--- config.mk ---
export PLATFORM = sky130hd
export DESIGN_NAME = branch_resolve_unit
export DESIGN_NICKNAME = d
export VERILOG_FILES = /design/src/rtl/branch_pkg.sv /design/src/rtl/branch_bht.sv /design/src/rtl/branch_resolve_unit.sv
export SDC_FILE = /design/constraint.sdc
export NUM_CORES = 1
export LEC_CHECK = 0
export ABC_AREA = 1
export CAP_MARGIN = 20
export CORE_MARGIN = 5
export CORE_UTILIZATION = 40
export CTS_CLUSTER_SIZE = 10
export DETAILED_ROUTE_END_ITERATION = 16
export PLACE_DENSITY = 0.79
export SETUP_SLACK_MARGIN = 0.02
export SYNTH_ARGS = -nofsm -noshare
export SYNTH_HDL_FRONTEND = slang
export SYNTH_SLANG_ARGS = --single-unit
--- constraint.sdc ---
create_clock -name clk -period 3.3 [get_ports clk]
set_input_delay 0.33 -clock clk [delete_from_list [all_inputs] [get_ports clk]]
set_output_delay 0.33 -clock clk [all_outputs]
set_load 0.02 [all_outputs]
--- src/rtl/branch_pkg.sv ---
// Shared constants, FSM encoding and counter helper for the branch resolve unit.
package branch_pkg;

    // Conditional-branch funct3 encodings
    localparam logic [2:0] BEQ  = 3'b000;
    localparam logic [2:0] BNE  = 3'b001;
    localparam logic [2:0] BLT  = 3'b100;
    localparam logic [2:0] BGE  = 3'b101;
    localparam logic [2:0] BLTU = 3'b110;
    localparam logic [2:0] BGEU = 3'b111;

    // Every history counter starts weakly not-taken
    localparam logic [1:0] BHT_RST = 2'b01;

    typedef enum logic {
        IDLE  = 1'b0,
        FLUSH = 1'b1
    } br_state_e;

    // Saturating 2-bit counter step: up on taken (cap 3), down on not-taken (floor 0)
    function automatic logic [1:0] sat_upd(input logic [1:0] c, input logic taken);
        logic [1:0] r;
        r = c;
        if (taken && c != 2'b11)
            r = c + 2'd1;
        else if (!taken && c != 2'b00)
            r = c - 2'd1;
        return r;
    endfunction

endpackage

--- src/rtl/branch_bht.sv ---
// Branch history table: array of 2-bit saturating counters, async read, single update port.
module branch_bht
    import branch_pkg::*;
#(
    parameter  int BHT_ENTRIES = 16,
    localparam int IDX_W       = $clog2(BHT_ENTRIES)
) (
    input  logic             clk,
    input  logic             rst_n,
    input  logic [IDX_W-1:0] rd_idx,
    output logic [1:0]       rd_cnt,
    input  logic             wr_en,
    input  logic [IDX_W-1:0] wr_idx,
    input  logic             wr_taken
);

    logic [1:0] cnt [BHT_ENTRIES];

    // Read sees the registered table, so a same-index write this cycle is not visible yet
    assign rd_cnt = cnt[rd_idx];

    // Counter array with reset to weakly not-taken and saturating training
    always_ff @(posedge clk or negedge rst_n) begin
        if (!rst_n) begin
            for (int i = 0; i < BHT_ENTRIES; i++)
                cnt[i] <= BHT_RST;
        end else if (wr_en) begin
            cnt[wr_idx] <= sat_upd(cnt[wr_idx], wr_taken);
        end
    end

endmodule

--- src/rtl/branch_resolve_unit.sv ---
// Resolves branches/jumps in EX, checks the fetch prediction, issues redirect/flush, trains the BHT.
module branch_resolve_unit
    import branch_pkg::*;
#(
    parameter  int BHT_ENTRIES  = 16,
    parameter  int FLUSH_CYCLES = 1,
    parameter  int CNT_W        = 32,
    localparam int IDX_W        = $clog2(BHT_ENTRIES)
) (
    input  logic             clk,
    input  logic             rst_n,
    input  logic             ex_valid,
    input  logic             ex_stall,
    input  logic             ex_is_branch,
    input  logic             ex_is_jump,
    input  logic [2:0]       ex_funct3,
    input  logic [31:0]      ex_pc,
    input  logic [31:0]      ex_target,
    input  logic             ex_pred_taken,
    input  logic [31:0]      ex_pred_target,
    output logic             BrUn,
    input  logic             BrEq,
    input  logic             BrLT,
    input  logic [31:0]      if_pc,
    output logic             if_pred_taken,
    output logic             redirect_valid,
    output logic [31:0]      redirect_pc,
    output logic             flush,
    output logic             illegal_br,
    output logic [CNT_W-1:0] branch_cnt,
    output logic [CNT_W-1:0] mispredict_cnt
);

    localparam logic [1:0] FC_LOAD = 2'(FLUSH_CYCLES);

    br_state_e   state_q, state_d;
    logic [1:0]  fcnt_q, fcnt_d;
    logic        resolve, res_br, f3_bad, br_taken, actual, mispredict;
    logic [31:0] next_pc;
    logic [1:0]  rd_cnt;
    logic        unused_pc_bits;

    // Unsigned compare for BLTU/BGEU
    assign BrUn = (ex_funct3[2:1] == 2'b11);

    assign resolve = ex_valid & ~ex_stall & (state_q == IDLE) & (ex_is_branch | ex_is_jump);
    // A jump wins over the branch flag, so only non-jumps count as branches
    assign res_br  = resolve & ~ex_is_jump;

    // Branch direction from comparator flags; 010/011 are illegal and never taken
    always_comb begin
        br_taken = 1'b0;
        f3_bad   = 1'b0;
        case (ex_funct3)
            BEQ:        br_taken = BrEq;
            BNE:        br_taken = ~BrEq;
            BLT, BLTU:  br_taken = BrLT;
            BGE, BGEU:  br_taken = ~BrLT;
            default:    f3_bad   = 1'b1;
        endcase
    end

    assign actual     = ex_is_jump | br_taken;
    assign mispredict = resolve & ((actual != ex_pred_taken) |
                                   (actual & ex_pred_taken & (ex_target != ex_pred_target)));
    assign next_pc    = actual ? ex_target : ex_pc + 32'd4;

    // FSM state and flush countdown; countdown runs regardless of ex_stall
    always_ff @(posedge clk or negedge rst_n) begin
        if (!rst_n) begin
            state_q <= IDLE;
            fcnt_q  <= 2'd0;
        end else begin
            state_q <= state_d;
            fcnt_q  <= fcnt_d;
        end
    end

    // Next-state: enter FLUSH on mispredict, stay for FLUSH_CYCLES cycles
    always_comb begin
        state_d = state_q;
        fcnt_d  = fcnt_q;
        case (state_q)
            IDLE: begin
                if (mispredict) begin
                    state_d = FLUSH;
                    fcnt_d  = FC_LOAD;
                end
            end
            FLUSH: begin
                fcnt_d = fcnt_q - 2'd1;
                if (fcnt_q <= 2'd1)
                    state_d = IDLE;
            end
            default: state_d = IDLE;
        endcase
    end

    // Direct state decode so reset drops flush asynchronously
    assign flush = (state_q == FLUSH);

    // Registered redirect, illegal pulse and statistics
    always_ff @(posedge clk or negedge rst_n) begin
        if (!rst_n) begin
            redirect_valid <= 1'b0;
            redirect_pc    <= 32'd0;
            illegal_br     <= 1'b0;
            branch_cnt     <= '0;
            mispredict_cnt <= '0;
        end else begin
            redirect_valid <= mispredict;
            if (mispredict)
                redirect_pc <= next_pc;
            illegal_br     <= res_br & f3_bad;
            branch_cnt     <= branch_cnt + CNT_W'(res_br);
            mispredict_cnt <= mispredict_cnt + CNT_W'(mispredict);
        end
    end

    branch_bht #(.BHT_ENTRIES(BHT_ENTRIES)) u_bht (
        .clk      (clk),
        .rst_n    (rst_n),
        .rd_idx   (if_pc[IDX_W+1:2]),
        .rd_cnt   (rd_cnt),
        .wr_en    (res_br & ~f3_bad),
        .wr_idx   (ex_pc[IDX_W+1:2]),
        .wr_taken (br_taken)
    );

    assign if_pred_taken  = rd_cnt[1];
    assign unused_pc_bits = ^{if_pc[31:IDX_W+2], if_pc[1:0], rd_cnt[0]};

endmodule
==> flow_summary.yaml, run 1 <==
routing:
  finalWirelength_um: 22600
  drc: 0
  drtIter0Drc: 449
  vias_per_cell: 4.89
  wire_per_inst_um: 15.1
  num_vias: 7323
  antenna_left: 0
  firstDrtPassIters: 5
worst_setup_path:
  path_class: "in2reg"
  path_buf_inv: 3
  max_stage_delay_ps: 520
  r2r_start: "flush"
  worst_setup_path_end_kind: "flop"
  cp_common_cell: "nand2_1"
  critical_path.cell_chain: "clkdlybuf4s50_1 > nand2_1 > o21ai_0 > nand2_1 > nand3_2 > nand2_1 > ha_1 > inv_1 > nand2_1 > nand2_2 > inv_1 > ha_1 > ha_1 > nand2_1 > nor2_2 > nand4_2 > nor2_4 > nand2_2 > nor2_2 > nand4_1 > nor2_1 > xor2_1"
  startpoint_type: "primary input"
  r2r-end: "branch_cnt[30]"
  r2r_slack_ps: 610
  ff2ff_path_depth: 13
  path_max_fanout: 4
  arrival_ps: 3270
  worstPathRequired_ps: 3640
  crit_family: "simple AND/OR/NAND/NOR gates"
  critPathSlowestCell: "clkdlybuf4s50_1"
placed_design:
  gp_congestion: 0.901
  hpwlAfterDp_um: 17600
  dp_cells: 1465
  portBuffers: 212
die:
  io_pins: 241
  die_y_um: 150
  start_util: 0.406
  dieArea_um2: 22600
  row_count: 51
  die_width_um: 150
  coreArea_um2: 19400
logic_synthesis:
  synth-seq-area-share: 0.425
  ys_warn_count: 0
  synth_area_leaders: "dfrtp_1 37%, nand2_1 15%, xnor2_1 5.8%"
  synthArstFlopShare: 1.00
  synth_cell_type_count: 47
  yosysTopAreaCell: "dfrtp_1"
  synth_fp_nets: 1134
  ys_ff_latch: 133
  synth_edf_count: 0
  yosysMostFrequentCell: "nand2_1"
  synth.top_cells.by_count: "305 x nand2_1, 117 x dfrtp_1, 82 x inv_1, 81 x nor2_1, 66 x o21ai_0"
  synth_top_area_frac: 0.372
  syn_inst: 982
  synth_area_um2: 7880
  synth.avg_cell_area_um2: 8.02
  ys.flop_type: "dfrtp_1"
clocking:
  cts.reportedPaths.clkPinSlew_ps: 60
  clk_path_buf_depth: 2
  htreeDepth: 4
  cts_tree: "done"
  cts.sinks: 133
  cts_hold_buffers: 0
  cts_root_buffer: "clkbuf_16"
  cts_buffers: 17
  clk_latency_ps: 420
layout:
  synthToLayoutAreaGrowth_pct: 40.3
  drive_gt1_frac: 0.107
  diodes: 0
  multi_input_area_um2: 4100
  final_nets: 1372
  fillers: 1773
  final_cells: 1498
  seqCellArea_um2: 3350
sta:
  maxSlewHeadroom: 0.419
  skew_ps: 14.9
  tns_ps: 0
  max_freq_mhz: 340
  period_needed_ps: 2940
  setup_viol: 0
  hold_ws_ps: -26.8
  post-route-period-util: 0.890
  rsz0062_at_grt: "no"
  finalMaxSlewViolations: 0
  hold_violations: 18
  worst_slew_pin_slew_ps: 871
power:
  switching_power_mw: 1.65
  power.density_nw_per_um2: 486
  intPower_mw: 3.72
  seqPwrFrac: 0.380
  p_sw_frac: 0.308
  ir_worst_vdd_mv: 0.339
  clock_power_share: 0.363
  leakagePower_nw: 5.14
  comb_power_share: 0.257
global_routing:
  first_global_vias: 7385
  grt_max_degree: 91
  overflow: 0
  track_usage: 0.201
  grt_pass1_wl_um: 36200
  antenna_found_initial: 0
status:
  status: "finished, violations left"
  violations: "negative hold slack"
hold_path:
  hold_class: "in2async"
run:
  drv_cap: 0
==> logic make-up after synthesis <==
kind of cell / synth area share
AO/OA/AOI/OAI: 0.0853
XOR/XNOR: 0.117
adder cells (fa/ha/maj): 0.0191
buffers and inverters: 0.0551
flip-flops: 0.425
multiplexers: 0.0153
AND/OR/NAND/NOR: 0.283
==> cell usage in the layout (no fill, tap or decap), types with 2 or more instances in the layout <==
| cell | synthesis | layout |
|---|---|---|
| nor3_1 | 14 | 14 |
| o21ai_0 | 66 | 66 |
| a21oi_1 | 8 | 8 |
| o21ai_2 | 10 | 10 |
| buf_4 | 2 | 26 |
| o211ai_1 | 2 | 2 |
| xnor2_1 | 52 | 52 |
| bufinv_16 | 0 | 3 |
| nor2_2 | 8 | 9 |
| nor4_1 | 2 | 2 |
| nand4_1 | 20 | 20 |
| clkinvlp_4 | 0 | 3 |
| mux2i_1 | 12 | 12 |
| nor2_4 | 9 | 9 |
| nand2_2 | 9 | 10 |
| clkbuf_16 | 0 | 17 |
| clkinv_4 | 0 | 4 |
| nand4_2 | 2 | 2 |
| inv_1 | 82 | 82 |
| inv_6 | 0 | 3 |
| clkbuf_1 | 5 | 2 |
| dfstp_2 | 16 | 16 |
| clkdlybuf4s50_1 | 0 | 211 |
| nor3_2 | 4 | 4 |
| nand3_1 | 25 | 24 |
| xor2_1 | 50 | 50 |
| o21ai_1 | 20 | 20 |
| nand3_2 | 3 | 4 |
| nand3b_1 | 8 | 8 |
| ha_1 | 12 | 12 |
| nor2_1 | 81 | 80 |
| dfrtp_1 | 117 | 117 |
| inv_2 | 4 | 4 |
| a21boi_0 | 3 | 3 |
| o22ai_1 | 3 | 3 |
| nand2_1 | 305 | 304 |
==> layout make-up <==
cell class	instances	area share
Multi-Input combinational cell	743	0.371
Sequential cell	133	0.303
Timing Repair Buffer	239	0.212
Clock buffer	19	0.0392
Tap cell	265	0.0300
Inverter	86	0.0292
Clock inverter	13	0.0157
==> through the flow <==
stage / hold slack, ps / util / power, mW / instance area (µm²) / setup slack [ps]
final: -26.8 / 0.570 / 5.37 / 11100 / 363
after global routing: 75.6 / 0.570 / 5.64 / 11100 / 27.3
after CTS: 34.7 / 0.569 / 5.42 / 11000 / 296
after detailed placement: 466 / 0.538 / 3.45 / 10400 / -85.0
after global placement: 456 / 0.538 / 3.42 / 10400 / -28.9
after floorplan: 34.4 / - / 2.72 / 7880 / 68.4
==> power by group through the flow <==
stage / clock network [mW] / registers, mW / logic, mW
2_1_floorplan: 0 / 2.25 / 0.462
3_3_place_gp: 0 / 2.05 / 1.37
3_5_place_dp: 0 / 2.06 / 1.39
4_1_cts: 1.98 / 2.04 / 1.40
5_1_grt: 2.06 / 2.07 / 1.51
6_report: 1.95 / 2.04 / 1.38
==> how the worst max path moves through the flow <==
stage                            start                  to  depth (start not counted)
after detailed placement  ex_funct3[2]  mispredict_cnt[28]                         22
after CTS                 ex_funct3[2]  mispredict_cnt[26]                         22
final                     ex_funct3[2]  mispredict_cnt[26]                         22
after global placement            BrEq  mispredict_cnt[24]                         24
after global routing      ex_funct3[2]  mispredict_cnt[24]                         24
after floorplan                   BrEq  mispredict_cnt[26]                         24
==> metal layers <==
metal  vias up  wire [µm]  global-route usage
met1      3410       9540               0.253
met4         0        541              0.0691
met2       235      11100               0.345
met3        39       1380              0.0415
li1       3639          -                   -
met5         -          0                   0
==> timing repair <==
item                       in CTS  in global routing
buffers inserted                0                  1
setup endpoints to repair       0                  3
resized for setup               0                  2
==> worst reg2reg max path: cells and delay by family, from the launching register on <==
family,cells,cell delay [ps]
DFF,1,430
xor gates and xnor gates,1,160
AOI/OAI and AO/OA,1,230
buffers and inverters,1,90
and+or+nand+nor,8,1360
adders and majority gates,2,350
==> flip-flops by register name (all words and copies together) (netlist names) <==
| name | flops |
|---|---|
| flush | 1 |
| fcnt_q | 2 |
| mispredict_cnt | 32 |
| illegal_br | 1 |
| redirect_valid | 1 |
| u_bht.cnt | 32 |
| branch_cnt | 32 |
| redirect_pc | 32 |
Note: power is estimated with default switching activity, not from simulation.
==> inputs of run 2 (changes only) <==
CORE_MARGIN = unset   (was 5)
SETUP_SLACK_MARGIN = unset   (was 0.02)
==> run 2 against run 1 <==
  * The run now ends clean
  * Combinational power hardly changed
  * Final cell count is 0.47% lower
  * Global-route usage is 2.4 points higher
  * Critical path depth stayed put
  * Die area is 10% lower
  * Power is 1.5% lower
  * Sequential cell count stayed put
  * Via count is 0.27% lower
  * Non-clock buffer count is 2 lower
  * Register-to-register slack worse by 30 ps
  * Largest cell class unchanged
==> flow_summary.yaml, run 2 (same netlist as run 1, synthesis figures left out) <==
hold_path:
  hold_class: "reg2reg"
layout:
  final_cells: 1491
  mostFrequentLayoutCells: "303 x nand2_1, 211 x clkdlybuf4s50_1, 117 x dfrtp_1"
  final_nets: 1370
  drive_gt1_frac: 0.105
  synthToLayoutAreaGrowth_pct: 39.9
  diodes: 0
  final_common_cell: "nand2_1"
routing:
  wire_per_inst_um: 14.7
  vias_per_cell: 4.90
  num_vias: 7303
  drtIter0Drc: 483
  firstDrtPassIters: 5
  drc: 0
  antenna_left: 0
  finalWirelength_um: 21900
clocking:
  cts.sinks: 133
  cts_resized: 0
  cts_hold_buffers: 1
  clk_latency_ps: 410
  cts_tree: "done"
  cts_root_buffer: "clkbuf_16"
  postCtsSetupBuffers: 0
  cts.reportedPaths.clkPinSlew_ps: 60
  clk_path_buf_depth: 2
  cts_buffers: 17
  htreeDepth: 4
sta:
  setup_viol: 0
  maxSlewHeadroom: 0.562
  skew_ps: 6.49
  max_freq_mhz: 343
  finalMaxSlewViolations: 0
  worst_slew_pin_slew_ps: 657
  period_needed_ps: 2920
  post-route-period-util: 0.884
  rsz0062_at_grt: "no"
  hold_violations: 0
global_routing:
  top_usage_layer: "met2"
  grt_use_met2: 0.379
  track_usage: 0.225
  grt_pass1_wl_um: 35600
  antenna_found_initial: 0
  use_met1: 0.294
  first_global_vias: 7164
  overflow: 0
  grtUsageMet3: 0.0414
  grt_max_degree: 71
power:
  power.density_nw_per_um2: 480
  ir_worst_vdd_mv: 0.341
  leakagePower_nw: 5.12
  total_power_mw: 5.29
die:
  start_util: 0.414
  die_y_um: 142
  die_width_um: 142
  coreArea_um2: 19000
  io_pins: 241
  row_count: 50
  dieArea_um2: 20300
worst_setup_path:
  worstPathRequired_ps: 3640
  arrival_ps: 3260
  worst_setup_path_end_kind: "flop"
  path_max_fanout: 4
  path_class: "in2reg"
  startpoint_type: "primary input"
placed_design:
  dp_cells: 1458
  hpwlAfterDp_um: 16900
  portBuffers: 212
  gp_congestion: 0.900
status:
  status: "complete, no violations"
run:
  drv_cap: 0
-- run 2: changes by cell type in the layout (fill, tap and decap cells not counted), sizes merged --
cell / delta
clkinv: +1
dlygate4sd3: +1
buf: -3
clkinvlp: +2
inv: -3
bufinv: -1
clkbuf: +1
-- run 2: cell type report --
cell class	instances	area, µm²
clock buffers	20	457
inverters	86	323
well taps	260	325
clock inverters	12	130
repair buffers	237	2340
multi-input cells	743	4100
flip-flops and latches	133	3350
fillers	1780	8000
-- run 2: critical path, stage by stage --
cell             delay [ps]
clkdlybuf4s50_1         510
nand2_1                  90
o21ai_0                  80
nand2_1                  60
nand3_1                 140
nand2_2                  90
ha_1                    280
inv_1                    30
nand2_1                  60
nand2_2                  50
inv_1                    70
ha_1                    170
ha_1                    160
nand2_1                  60
nor2_2                  120
nand4_2                 140
nor2_4                  170
nand2_2                  90
nor3_2                  150
nand2_1                 110
nor2_1                  140
xor2_1                  160
-- run 2: where the power goes --
part / switching [mW] / total, mW / internal, mW / leakage, nW
sequential: 0.163 / 2.04 / 1.88 / 1.69
combinational: 0.737 / 1.38 / 0.648 / 3.15
clock: 0.714 / 1.86 / 1.15 / 0.274
total: 1.61 / 5.29 / 3.68 / 5.12
-- run 2: final timing paths --
kind                                           end      startpoint  depth (start not counted)  slack, ps
worst min-delay path                branch_cnt[31]  branch_cnt[31]                          1        460
worst max register to register      branch_cnt[30]           flush                         13        580
worst min register to register      branch_cnt[31]  branch_cnt[31]                          1        460
worst max-delay path            mispredict_cnt[28]    ex_funct3[2]                         22        380
min in group asynchronous           branch_cnt[23]           rst_n                          2        480
max in group asynchronous            u_bht.cnt[18]           rst_n                          3       1990
-- run 2: metrics by stage --
step / utilization / area (µm²) / hold slack [ps] / TNS (ps) / setup WS (ps)
6_report: 0.579 / 11000 / 464 / 0 / 382
5_1_grt: 0.579 / 11000 / 489 / 0 / 28.2
4_1_cts: 0.579 / 11000 / 469 / 0 / 344
3_5_place_dp: 0.548 / 10400 / 377 / -229 / -75.1
3_3_place_gp: 0.548 / 10400 / 377 / -19.3 / -19.3
2_1_floorplan: - / 7880 / 34.4 / 0 / 68.4
-- run 2: routing by layer --
layer	vias to the layer above	wire length, µm	share of wire
li1	3611	-	-
met1	3443	9550	0.44
met2	221	10700	0.49
met3	28	1230	0.056
met4	0	328	0.015
met5	-	0	0
==> inputs of run 3 (changes only) <==
CORE_MARGIN = 3   (was unset)
REMOVE_ABC_BUFFERS = 1   (was unset)
==> run 3 against run 2 <==
  * Via count increased by 0.33%
  * Sequential power about the same
  * Sequential cell count unchanged
  * Power increased by 1.5%
  * Die area increased by 5.7%
  * Routed wire length increased by 0.90%
  * Largest cell class unchanged
==> flow_summary.yaml, run 3 (same netlist as run 1, synthesis figures left out) <==
clocking:
  postCtsSetupBuffers: 0
  cts.reportedPaths.clkPinSlew_ps: 60
  cts.sinks: 133
  clk_latency_ps: 420
  clk_path_buf_depth: 2
  cts_hold_buffers: 1
  cts_buffers: 17
  cts_root_buffer: "clkbuf_16"
  cts_tree: "done"
  htreeDepth: 4
  cts_resized: 0
global_routing:
  grt_pass1_wl_um: 36000
  track_usage: 0.206
  antenna_found_initial: 0
  grt_max_degree: 73
  first_global_vias: 7275
  overflow: 0
worst_setup_path:
  path_max_fanout: 4
  ff2ff_path_depth: 13
  r2r-end: "branch_cnt[30]"
  arrival_ps: 3180
  r2r_slack_ps: 540
  crit_start: "ex_funct3[2]"
  path_class: "in2reg"
  startpoint_type: "primary input"
  worstPathRequired_ps: 3610
  worst_setup_path_end_kind: "flop"
  r2r_start: "flush"
routing:
  wire_per_inst_um: 14.7
  vias_per_cell: 4.90
  antenna_left: 0
  firstDrtPassIters: 5
  drtIter0Drc: 404
  finalWirelength_um: 22100
  num_vias: 7327
  drc: 0
run:
  drv_cap: 0
placed_design:
  gp_congestion: 0.894
  hpwlAfterDp_um: 17100
  dpl_cell_area_um2: 10400
  portBuffers: 212
die:
  coreArea_um2: 19000
  io_pins: 241
  row_count: 50
  dieArea_um2: 21400
  die_width_um: 146
  start_util: 0.414
  die_y_um: 146
sta:
  tns_ps: 0
  maxSlewHeadroom: 0.605
  hold_violations: 0
  period_needed_ps: 2870
  rsz0062_at_grt: "no"
  setup_viol: 0
  skew_ps: 10.4
  max_freq_mhz: 349
  worst_slew_pin_slew_ps: 593
  post-route-period-util: 0.870
  finalMaxSlewViolations: 0
layout:
  final_nets: 1375
  final_common_cell: "nand2_1"
  synthToLayoutAreaGrowth_pct: 40.4
  mostFrequentLayoutCells: "303 x nand2_1, 211 x clkdlybuf4s50_1, 117 x dfrtp_1"
  diodes: 0
  final_cell_area_um2: 11100
  drive_gt1_frac: 0.108
hold_path:
  hold_class: "in2async"
power:
  leakagePower_nw: 5.14
  ir_worst_vdd_mv: 0.331
  power.density_nw_per_um2: 486
status:
  status: "complete, no violations"
## run 3: cell types whose count changed in the layout (fill, tap and decap cells not counted), sizes merged
cell,before,now
buf,25,30
inv,86,90
clkinv,5,2
clkinvlp,5,4
## run 3: per-layer routing
metal	wire length, µm	share of wire	global-route usage	vias up
met5	0	0	0	-
met4	412	0.019	0.0659	0
met3	1400	0.063	0.0534	34
met2	11000	0.50	0.350	245
met1	9250	0.42	0.259	3416
li1	-	-	-	3632
## run 3: critical path, cell delays in order
cell and delay, ps:
clkdlybuf4s50_1 510, inv_1 70, nand2_1 60, nand3b_1 80, nand3_1 130, nand2_2 90, ha_1 270, inv_1 30
nand2_1 70, nand2_2 50, inv_1 70, ha_1 170, ha_1 170, nand2_1 70, nor2_2 110, nand4_2 120
nor2_4 170, nand2_1 70, nor2_1 130, nand3_1 100, nor2_1 140, nand2_1 60, nand2_1 60, nand2_1 40
## run 3: power breakdown
part,internal [mW],total (mW),switching (mW),leakage [nW]
Sequential,1.88,2.04,0.159,1.69
Clock,1.17,1.94,0.773,0.282
Combinational,0.647,1.39,0.746,3.17
## run 3: how the worst max path moves through the flow
stage | endpoint | cells past startpoint | slack (ps)
floorplan | mispredict_cnt[26] | 21 | -1270
global placement | mispredict_cnt[28] | 22 | 50
detailed placement | mispredict_cnt[28] | 22 | -5
CTS | mispredict_cnt[24] | 24 | 390
global route | mispredict_cnt[24] | 24 | 60
finish | mispredict_cnt[24] | 24 | 430
## run 3: final cells by class
type | count | area [µm²]
well taps | 260 | 325
flip-flops and latches | 133 | 3350
repair buffers | 242 | 2360
clock buffers | 20 | 457
fillers | 1693 | 7960
clock inverters | 12 | 145
multi-input cells | 743 | 4100
inverters | 86 | 323
## run 3: stage by stage
step / util / instances / total power [mW] / setup WS [ps] / hold WS [ps]
2_1_floorplan: - / 962 / 2.69 / -1270 / 34.4
3_3_place_gp: 0.549 / 1463 / 3.42 / 53.3 / 337
3_5_place_dp: 0.549 / 1463 / 3.46 / -4.61 / 347
4_1_cts: 0.582 / 1496 / 5.42 / 393 / 470
5_1_grt: 0.582 / 1496 / 5.62 / 61.9 / 489
6_report: 0.582 / 1496 / 5.37 / 431 / 466
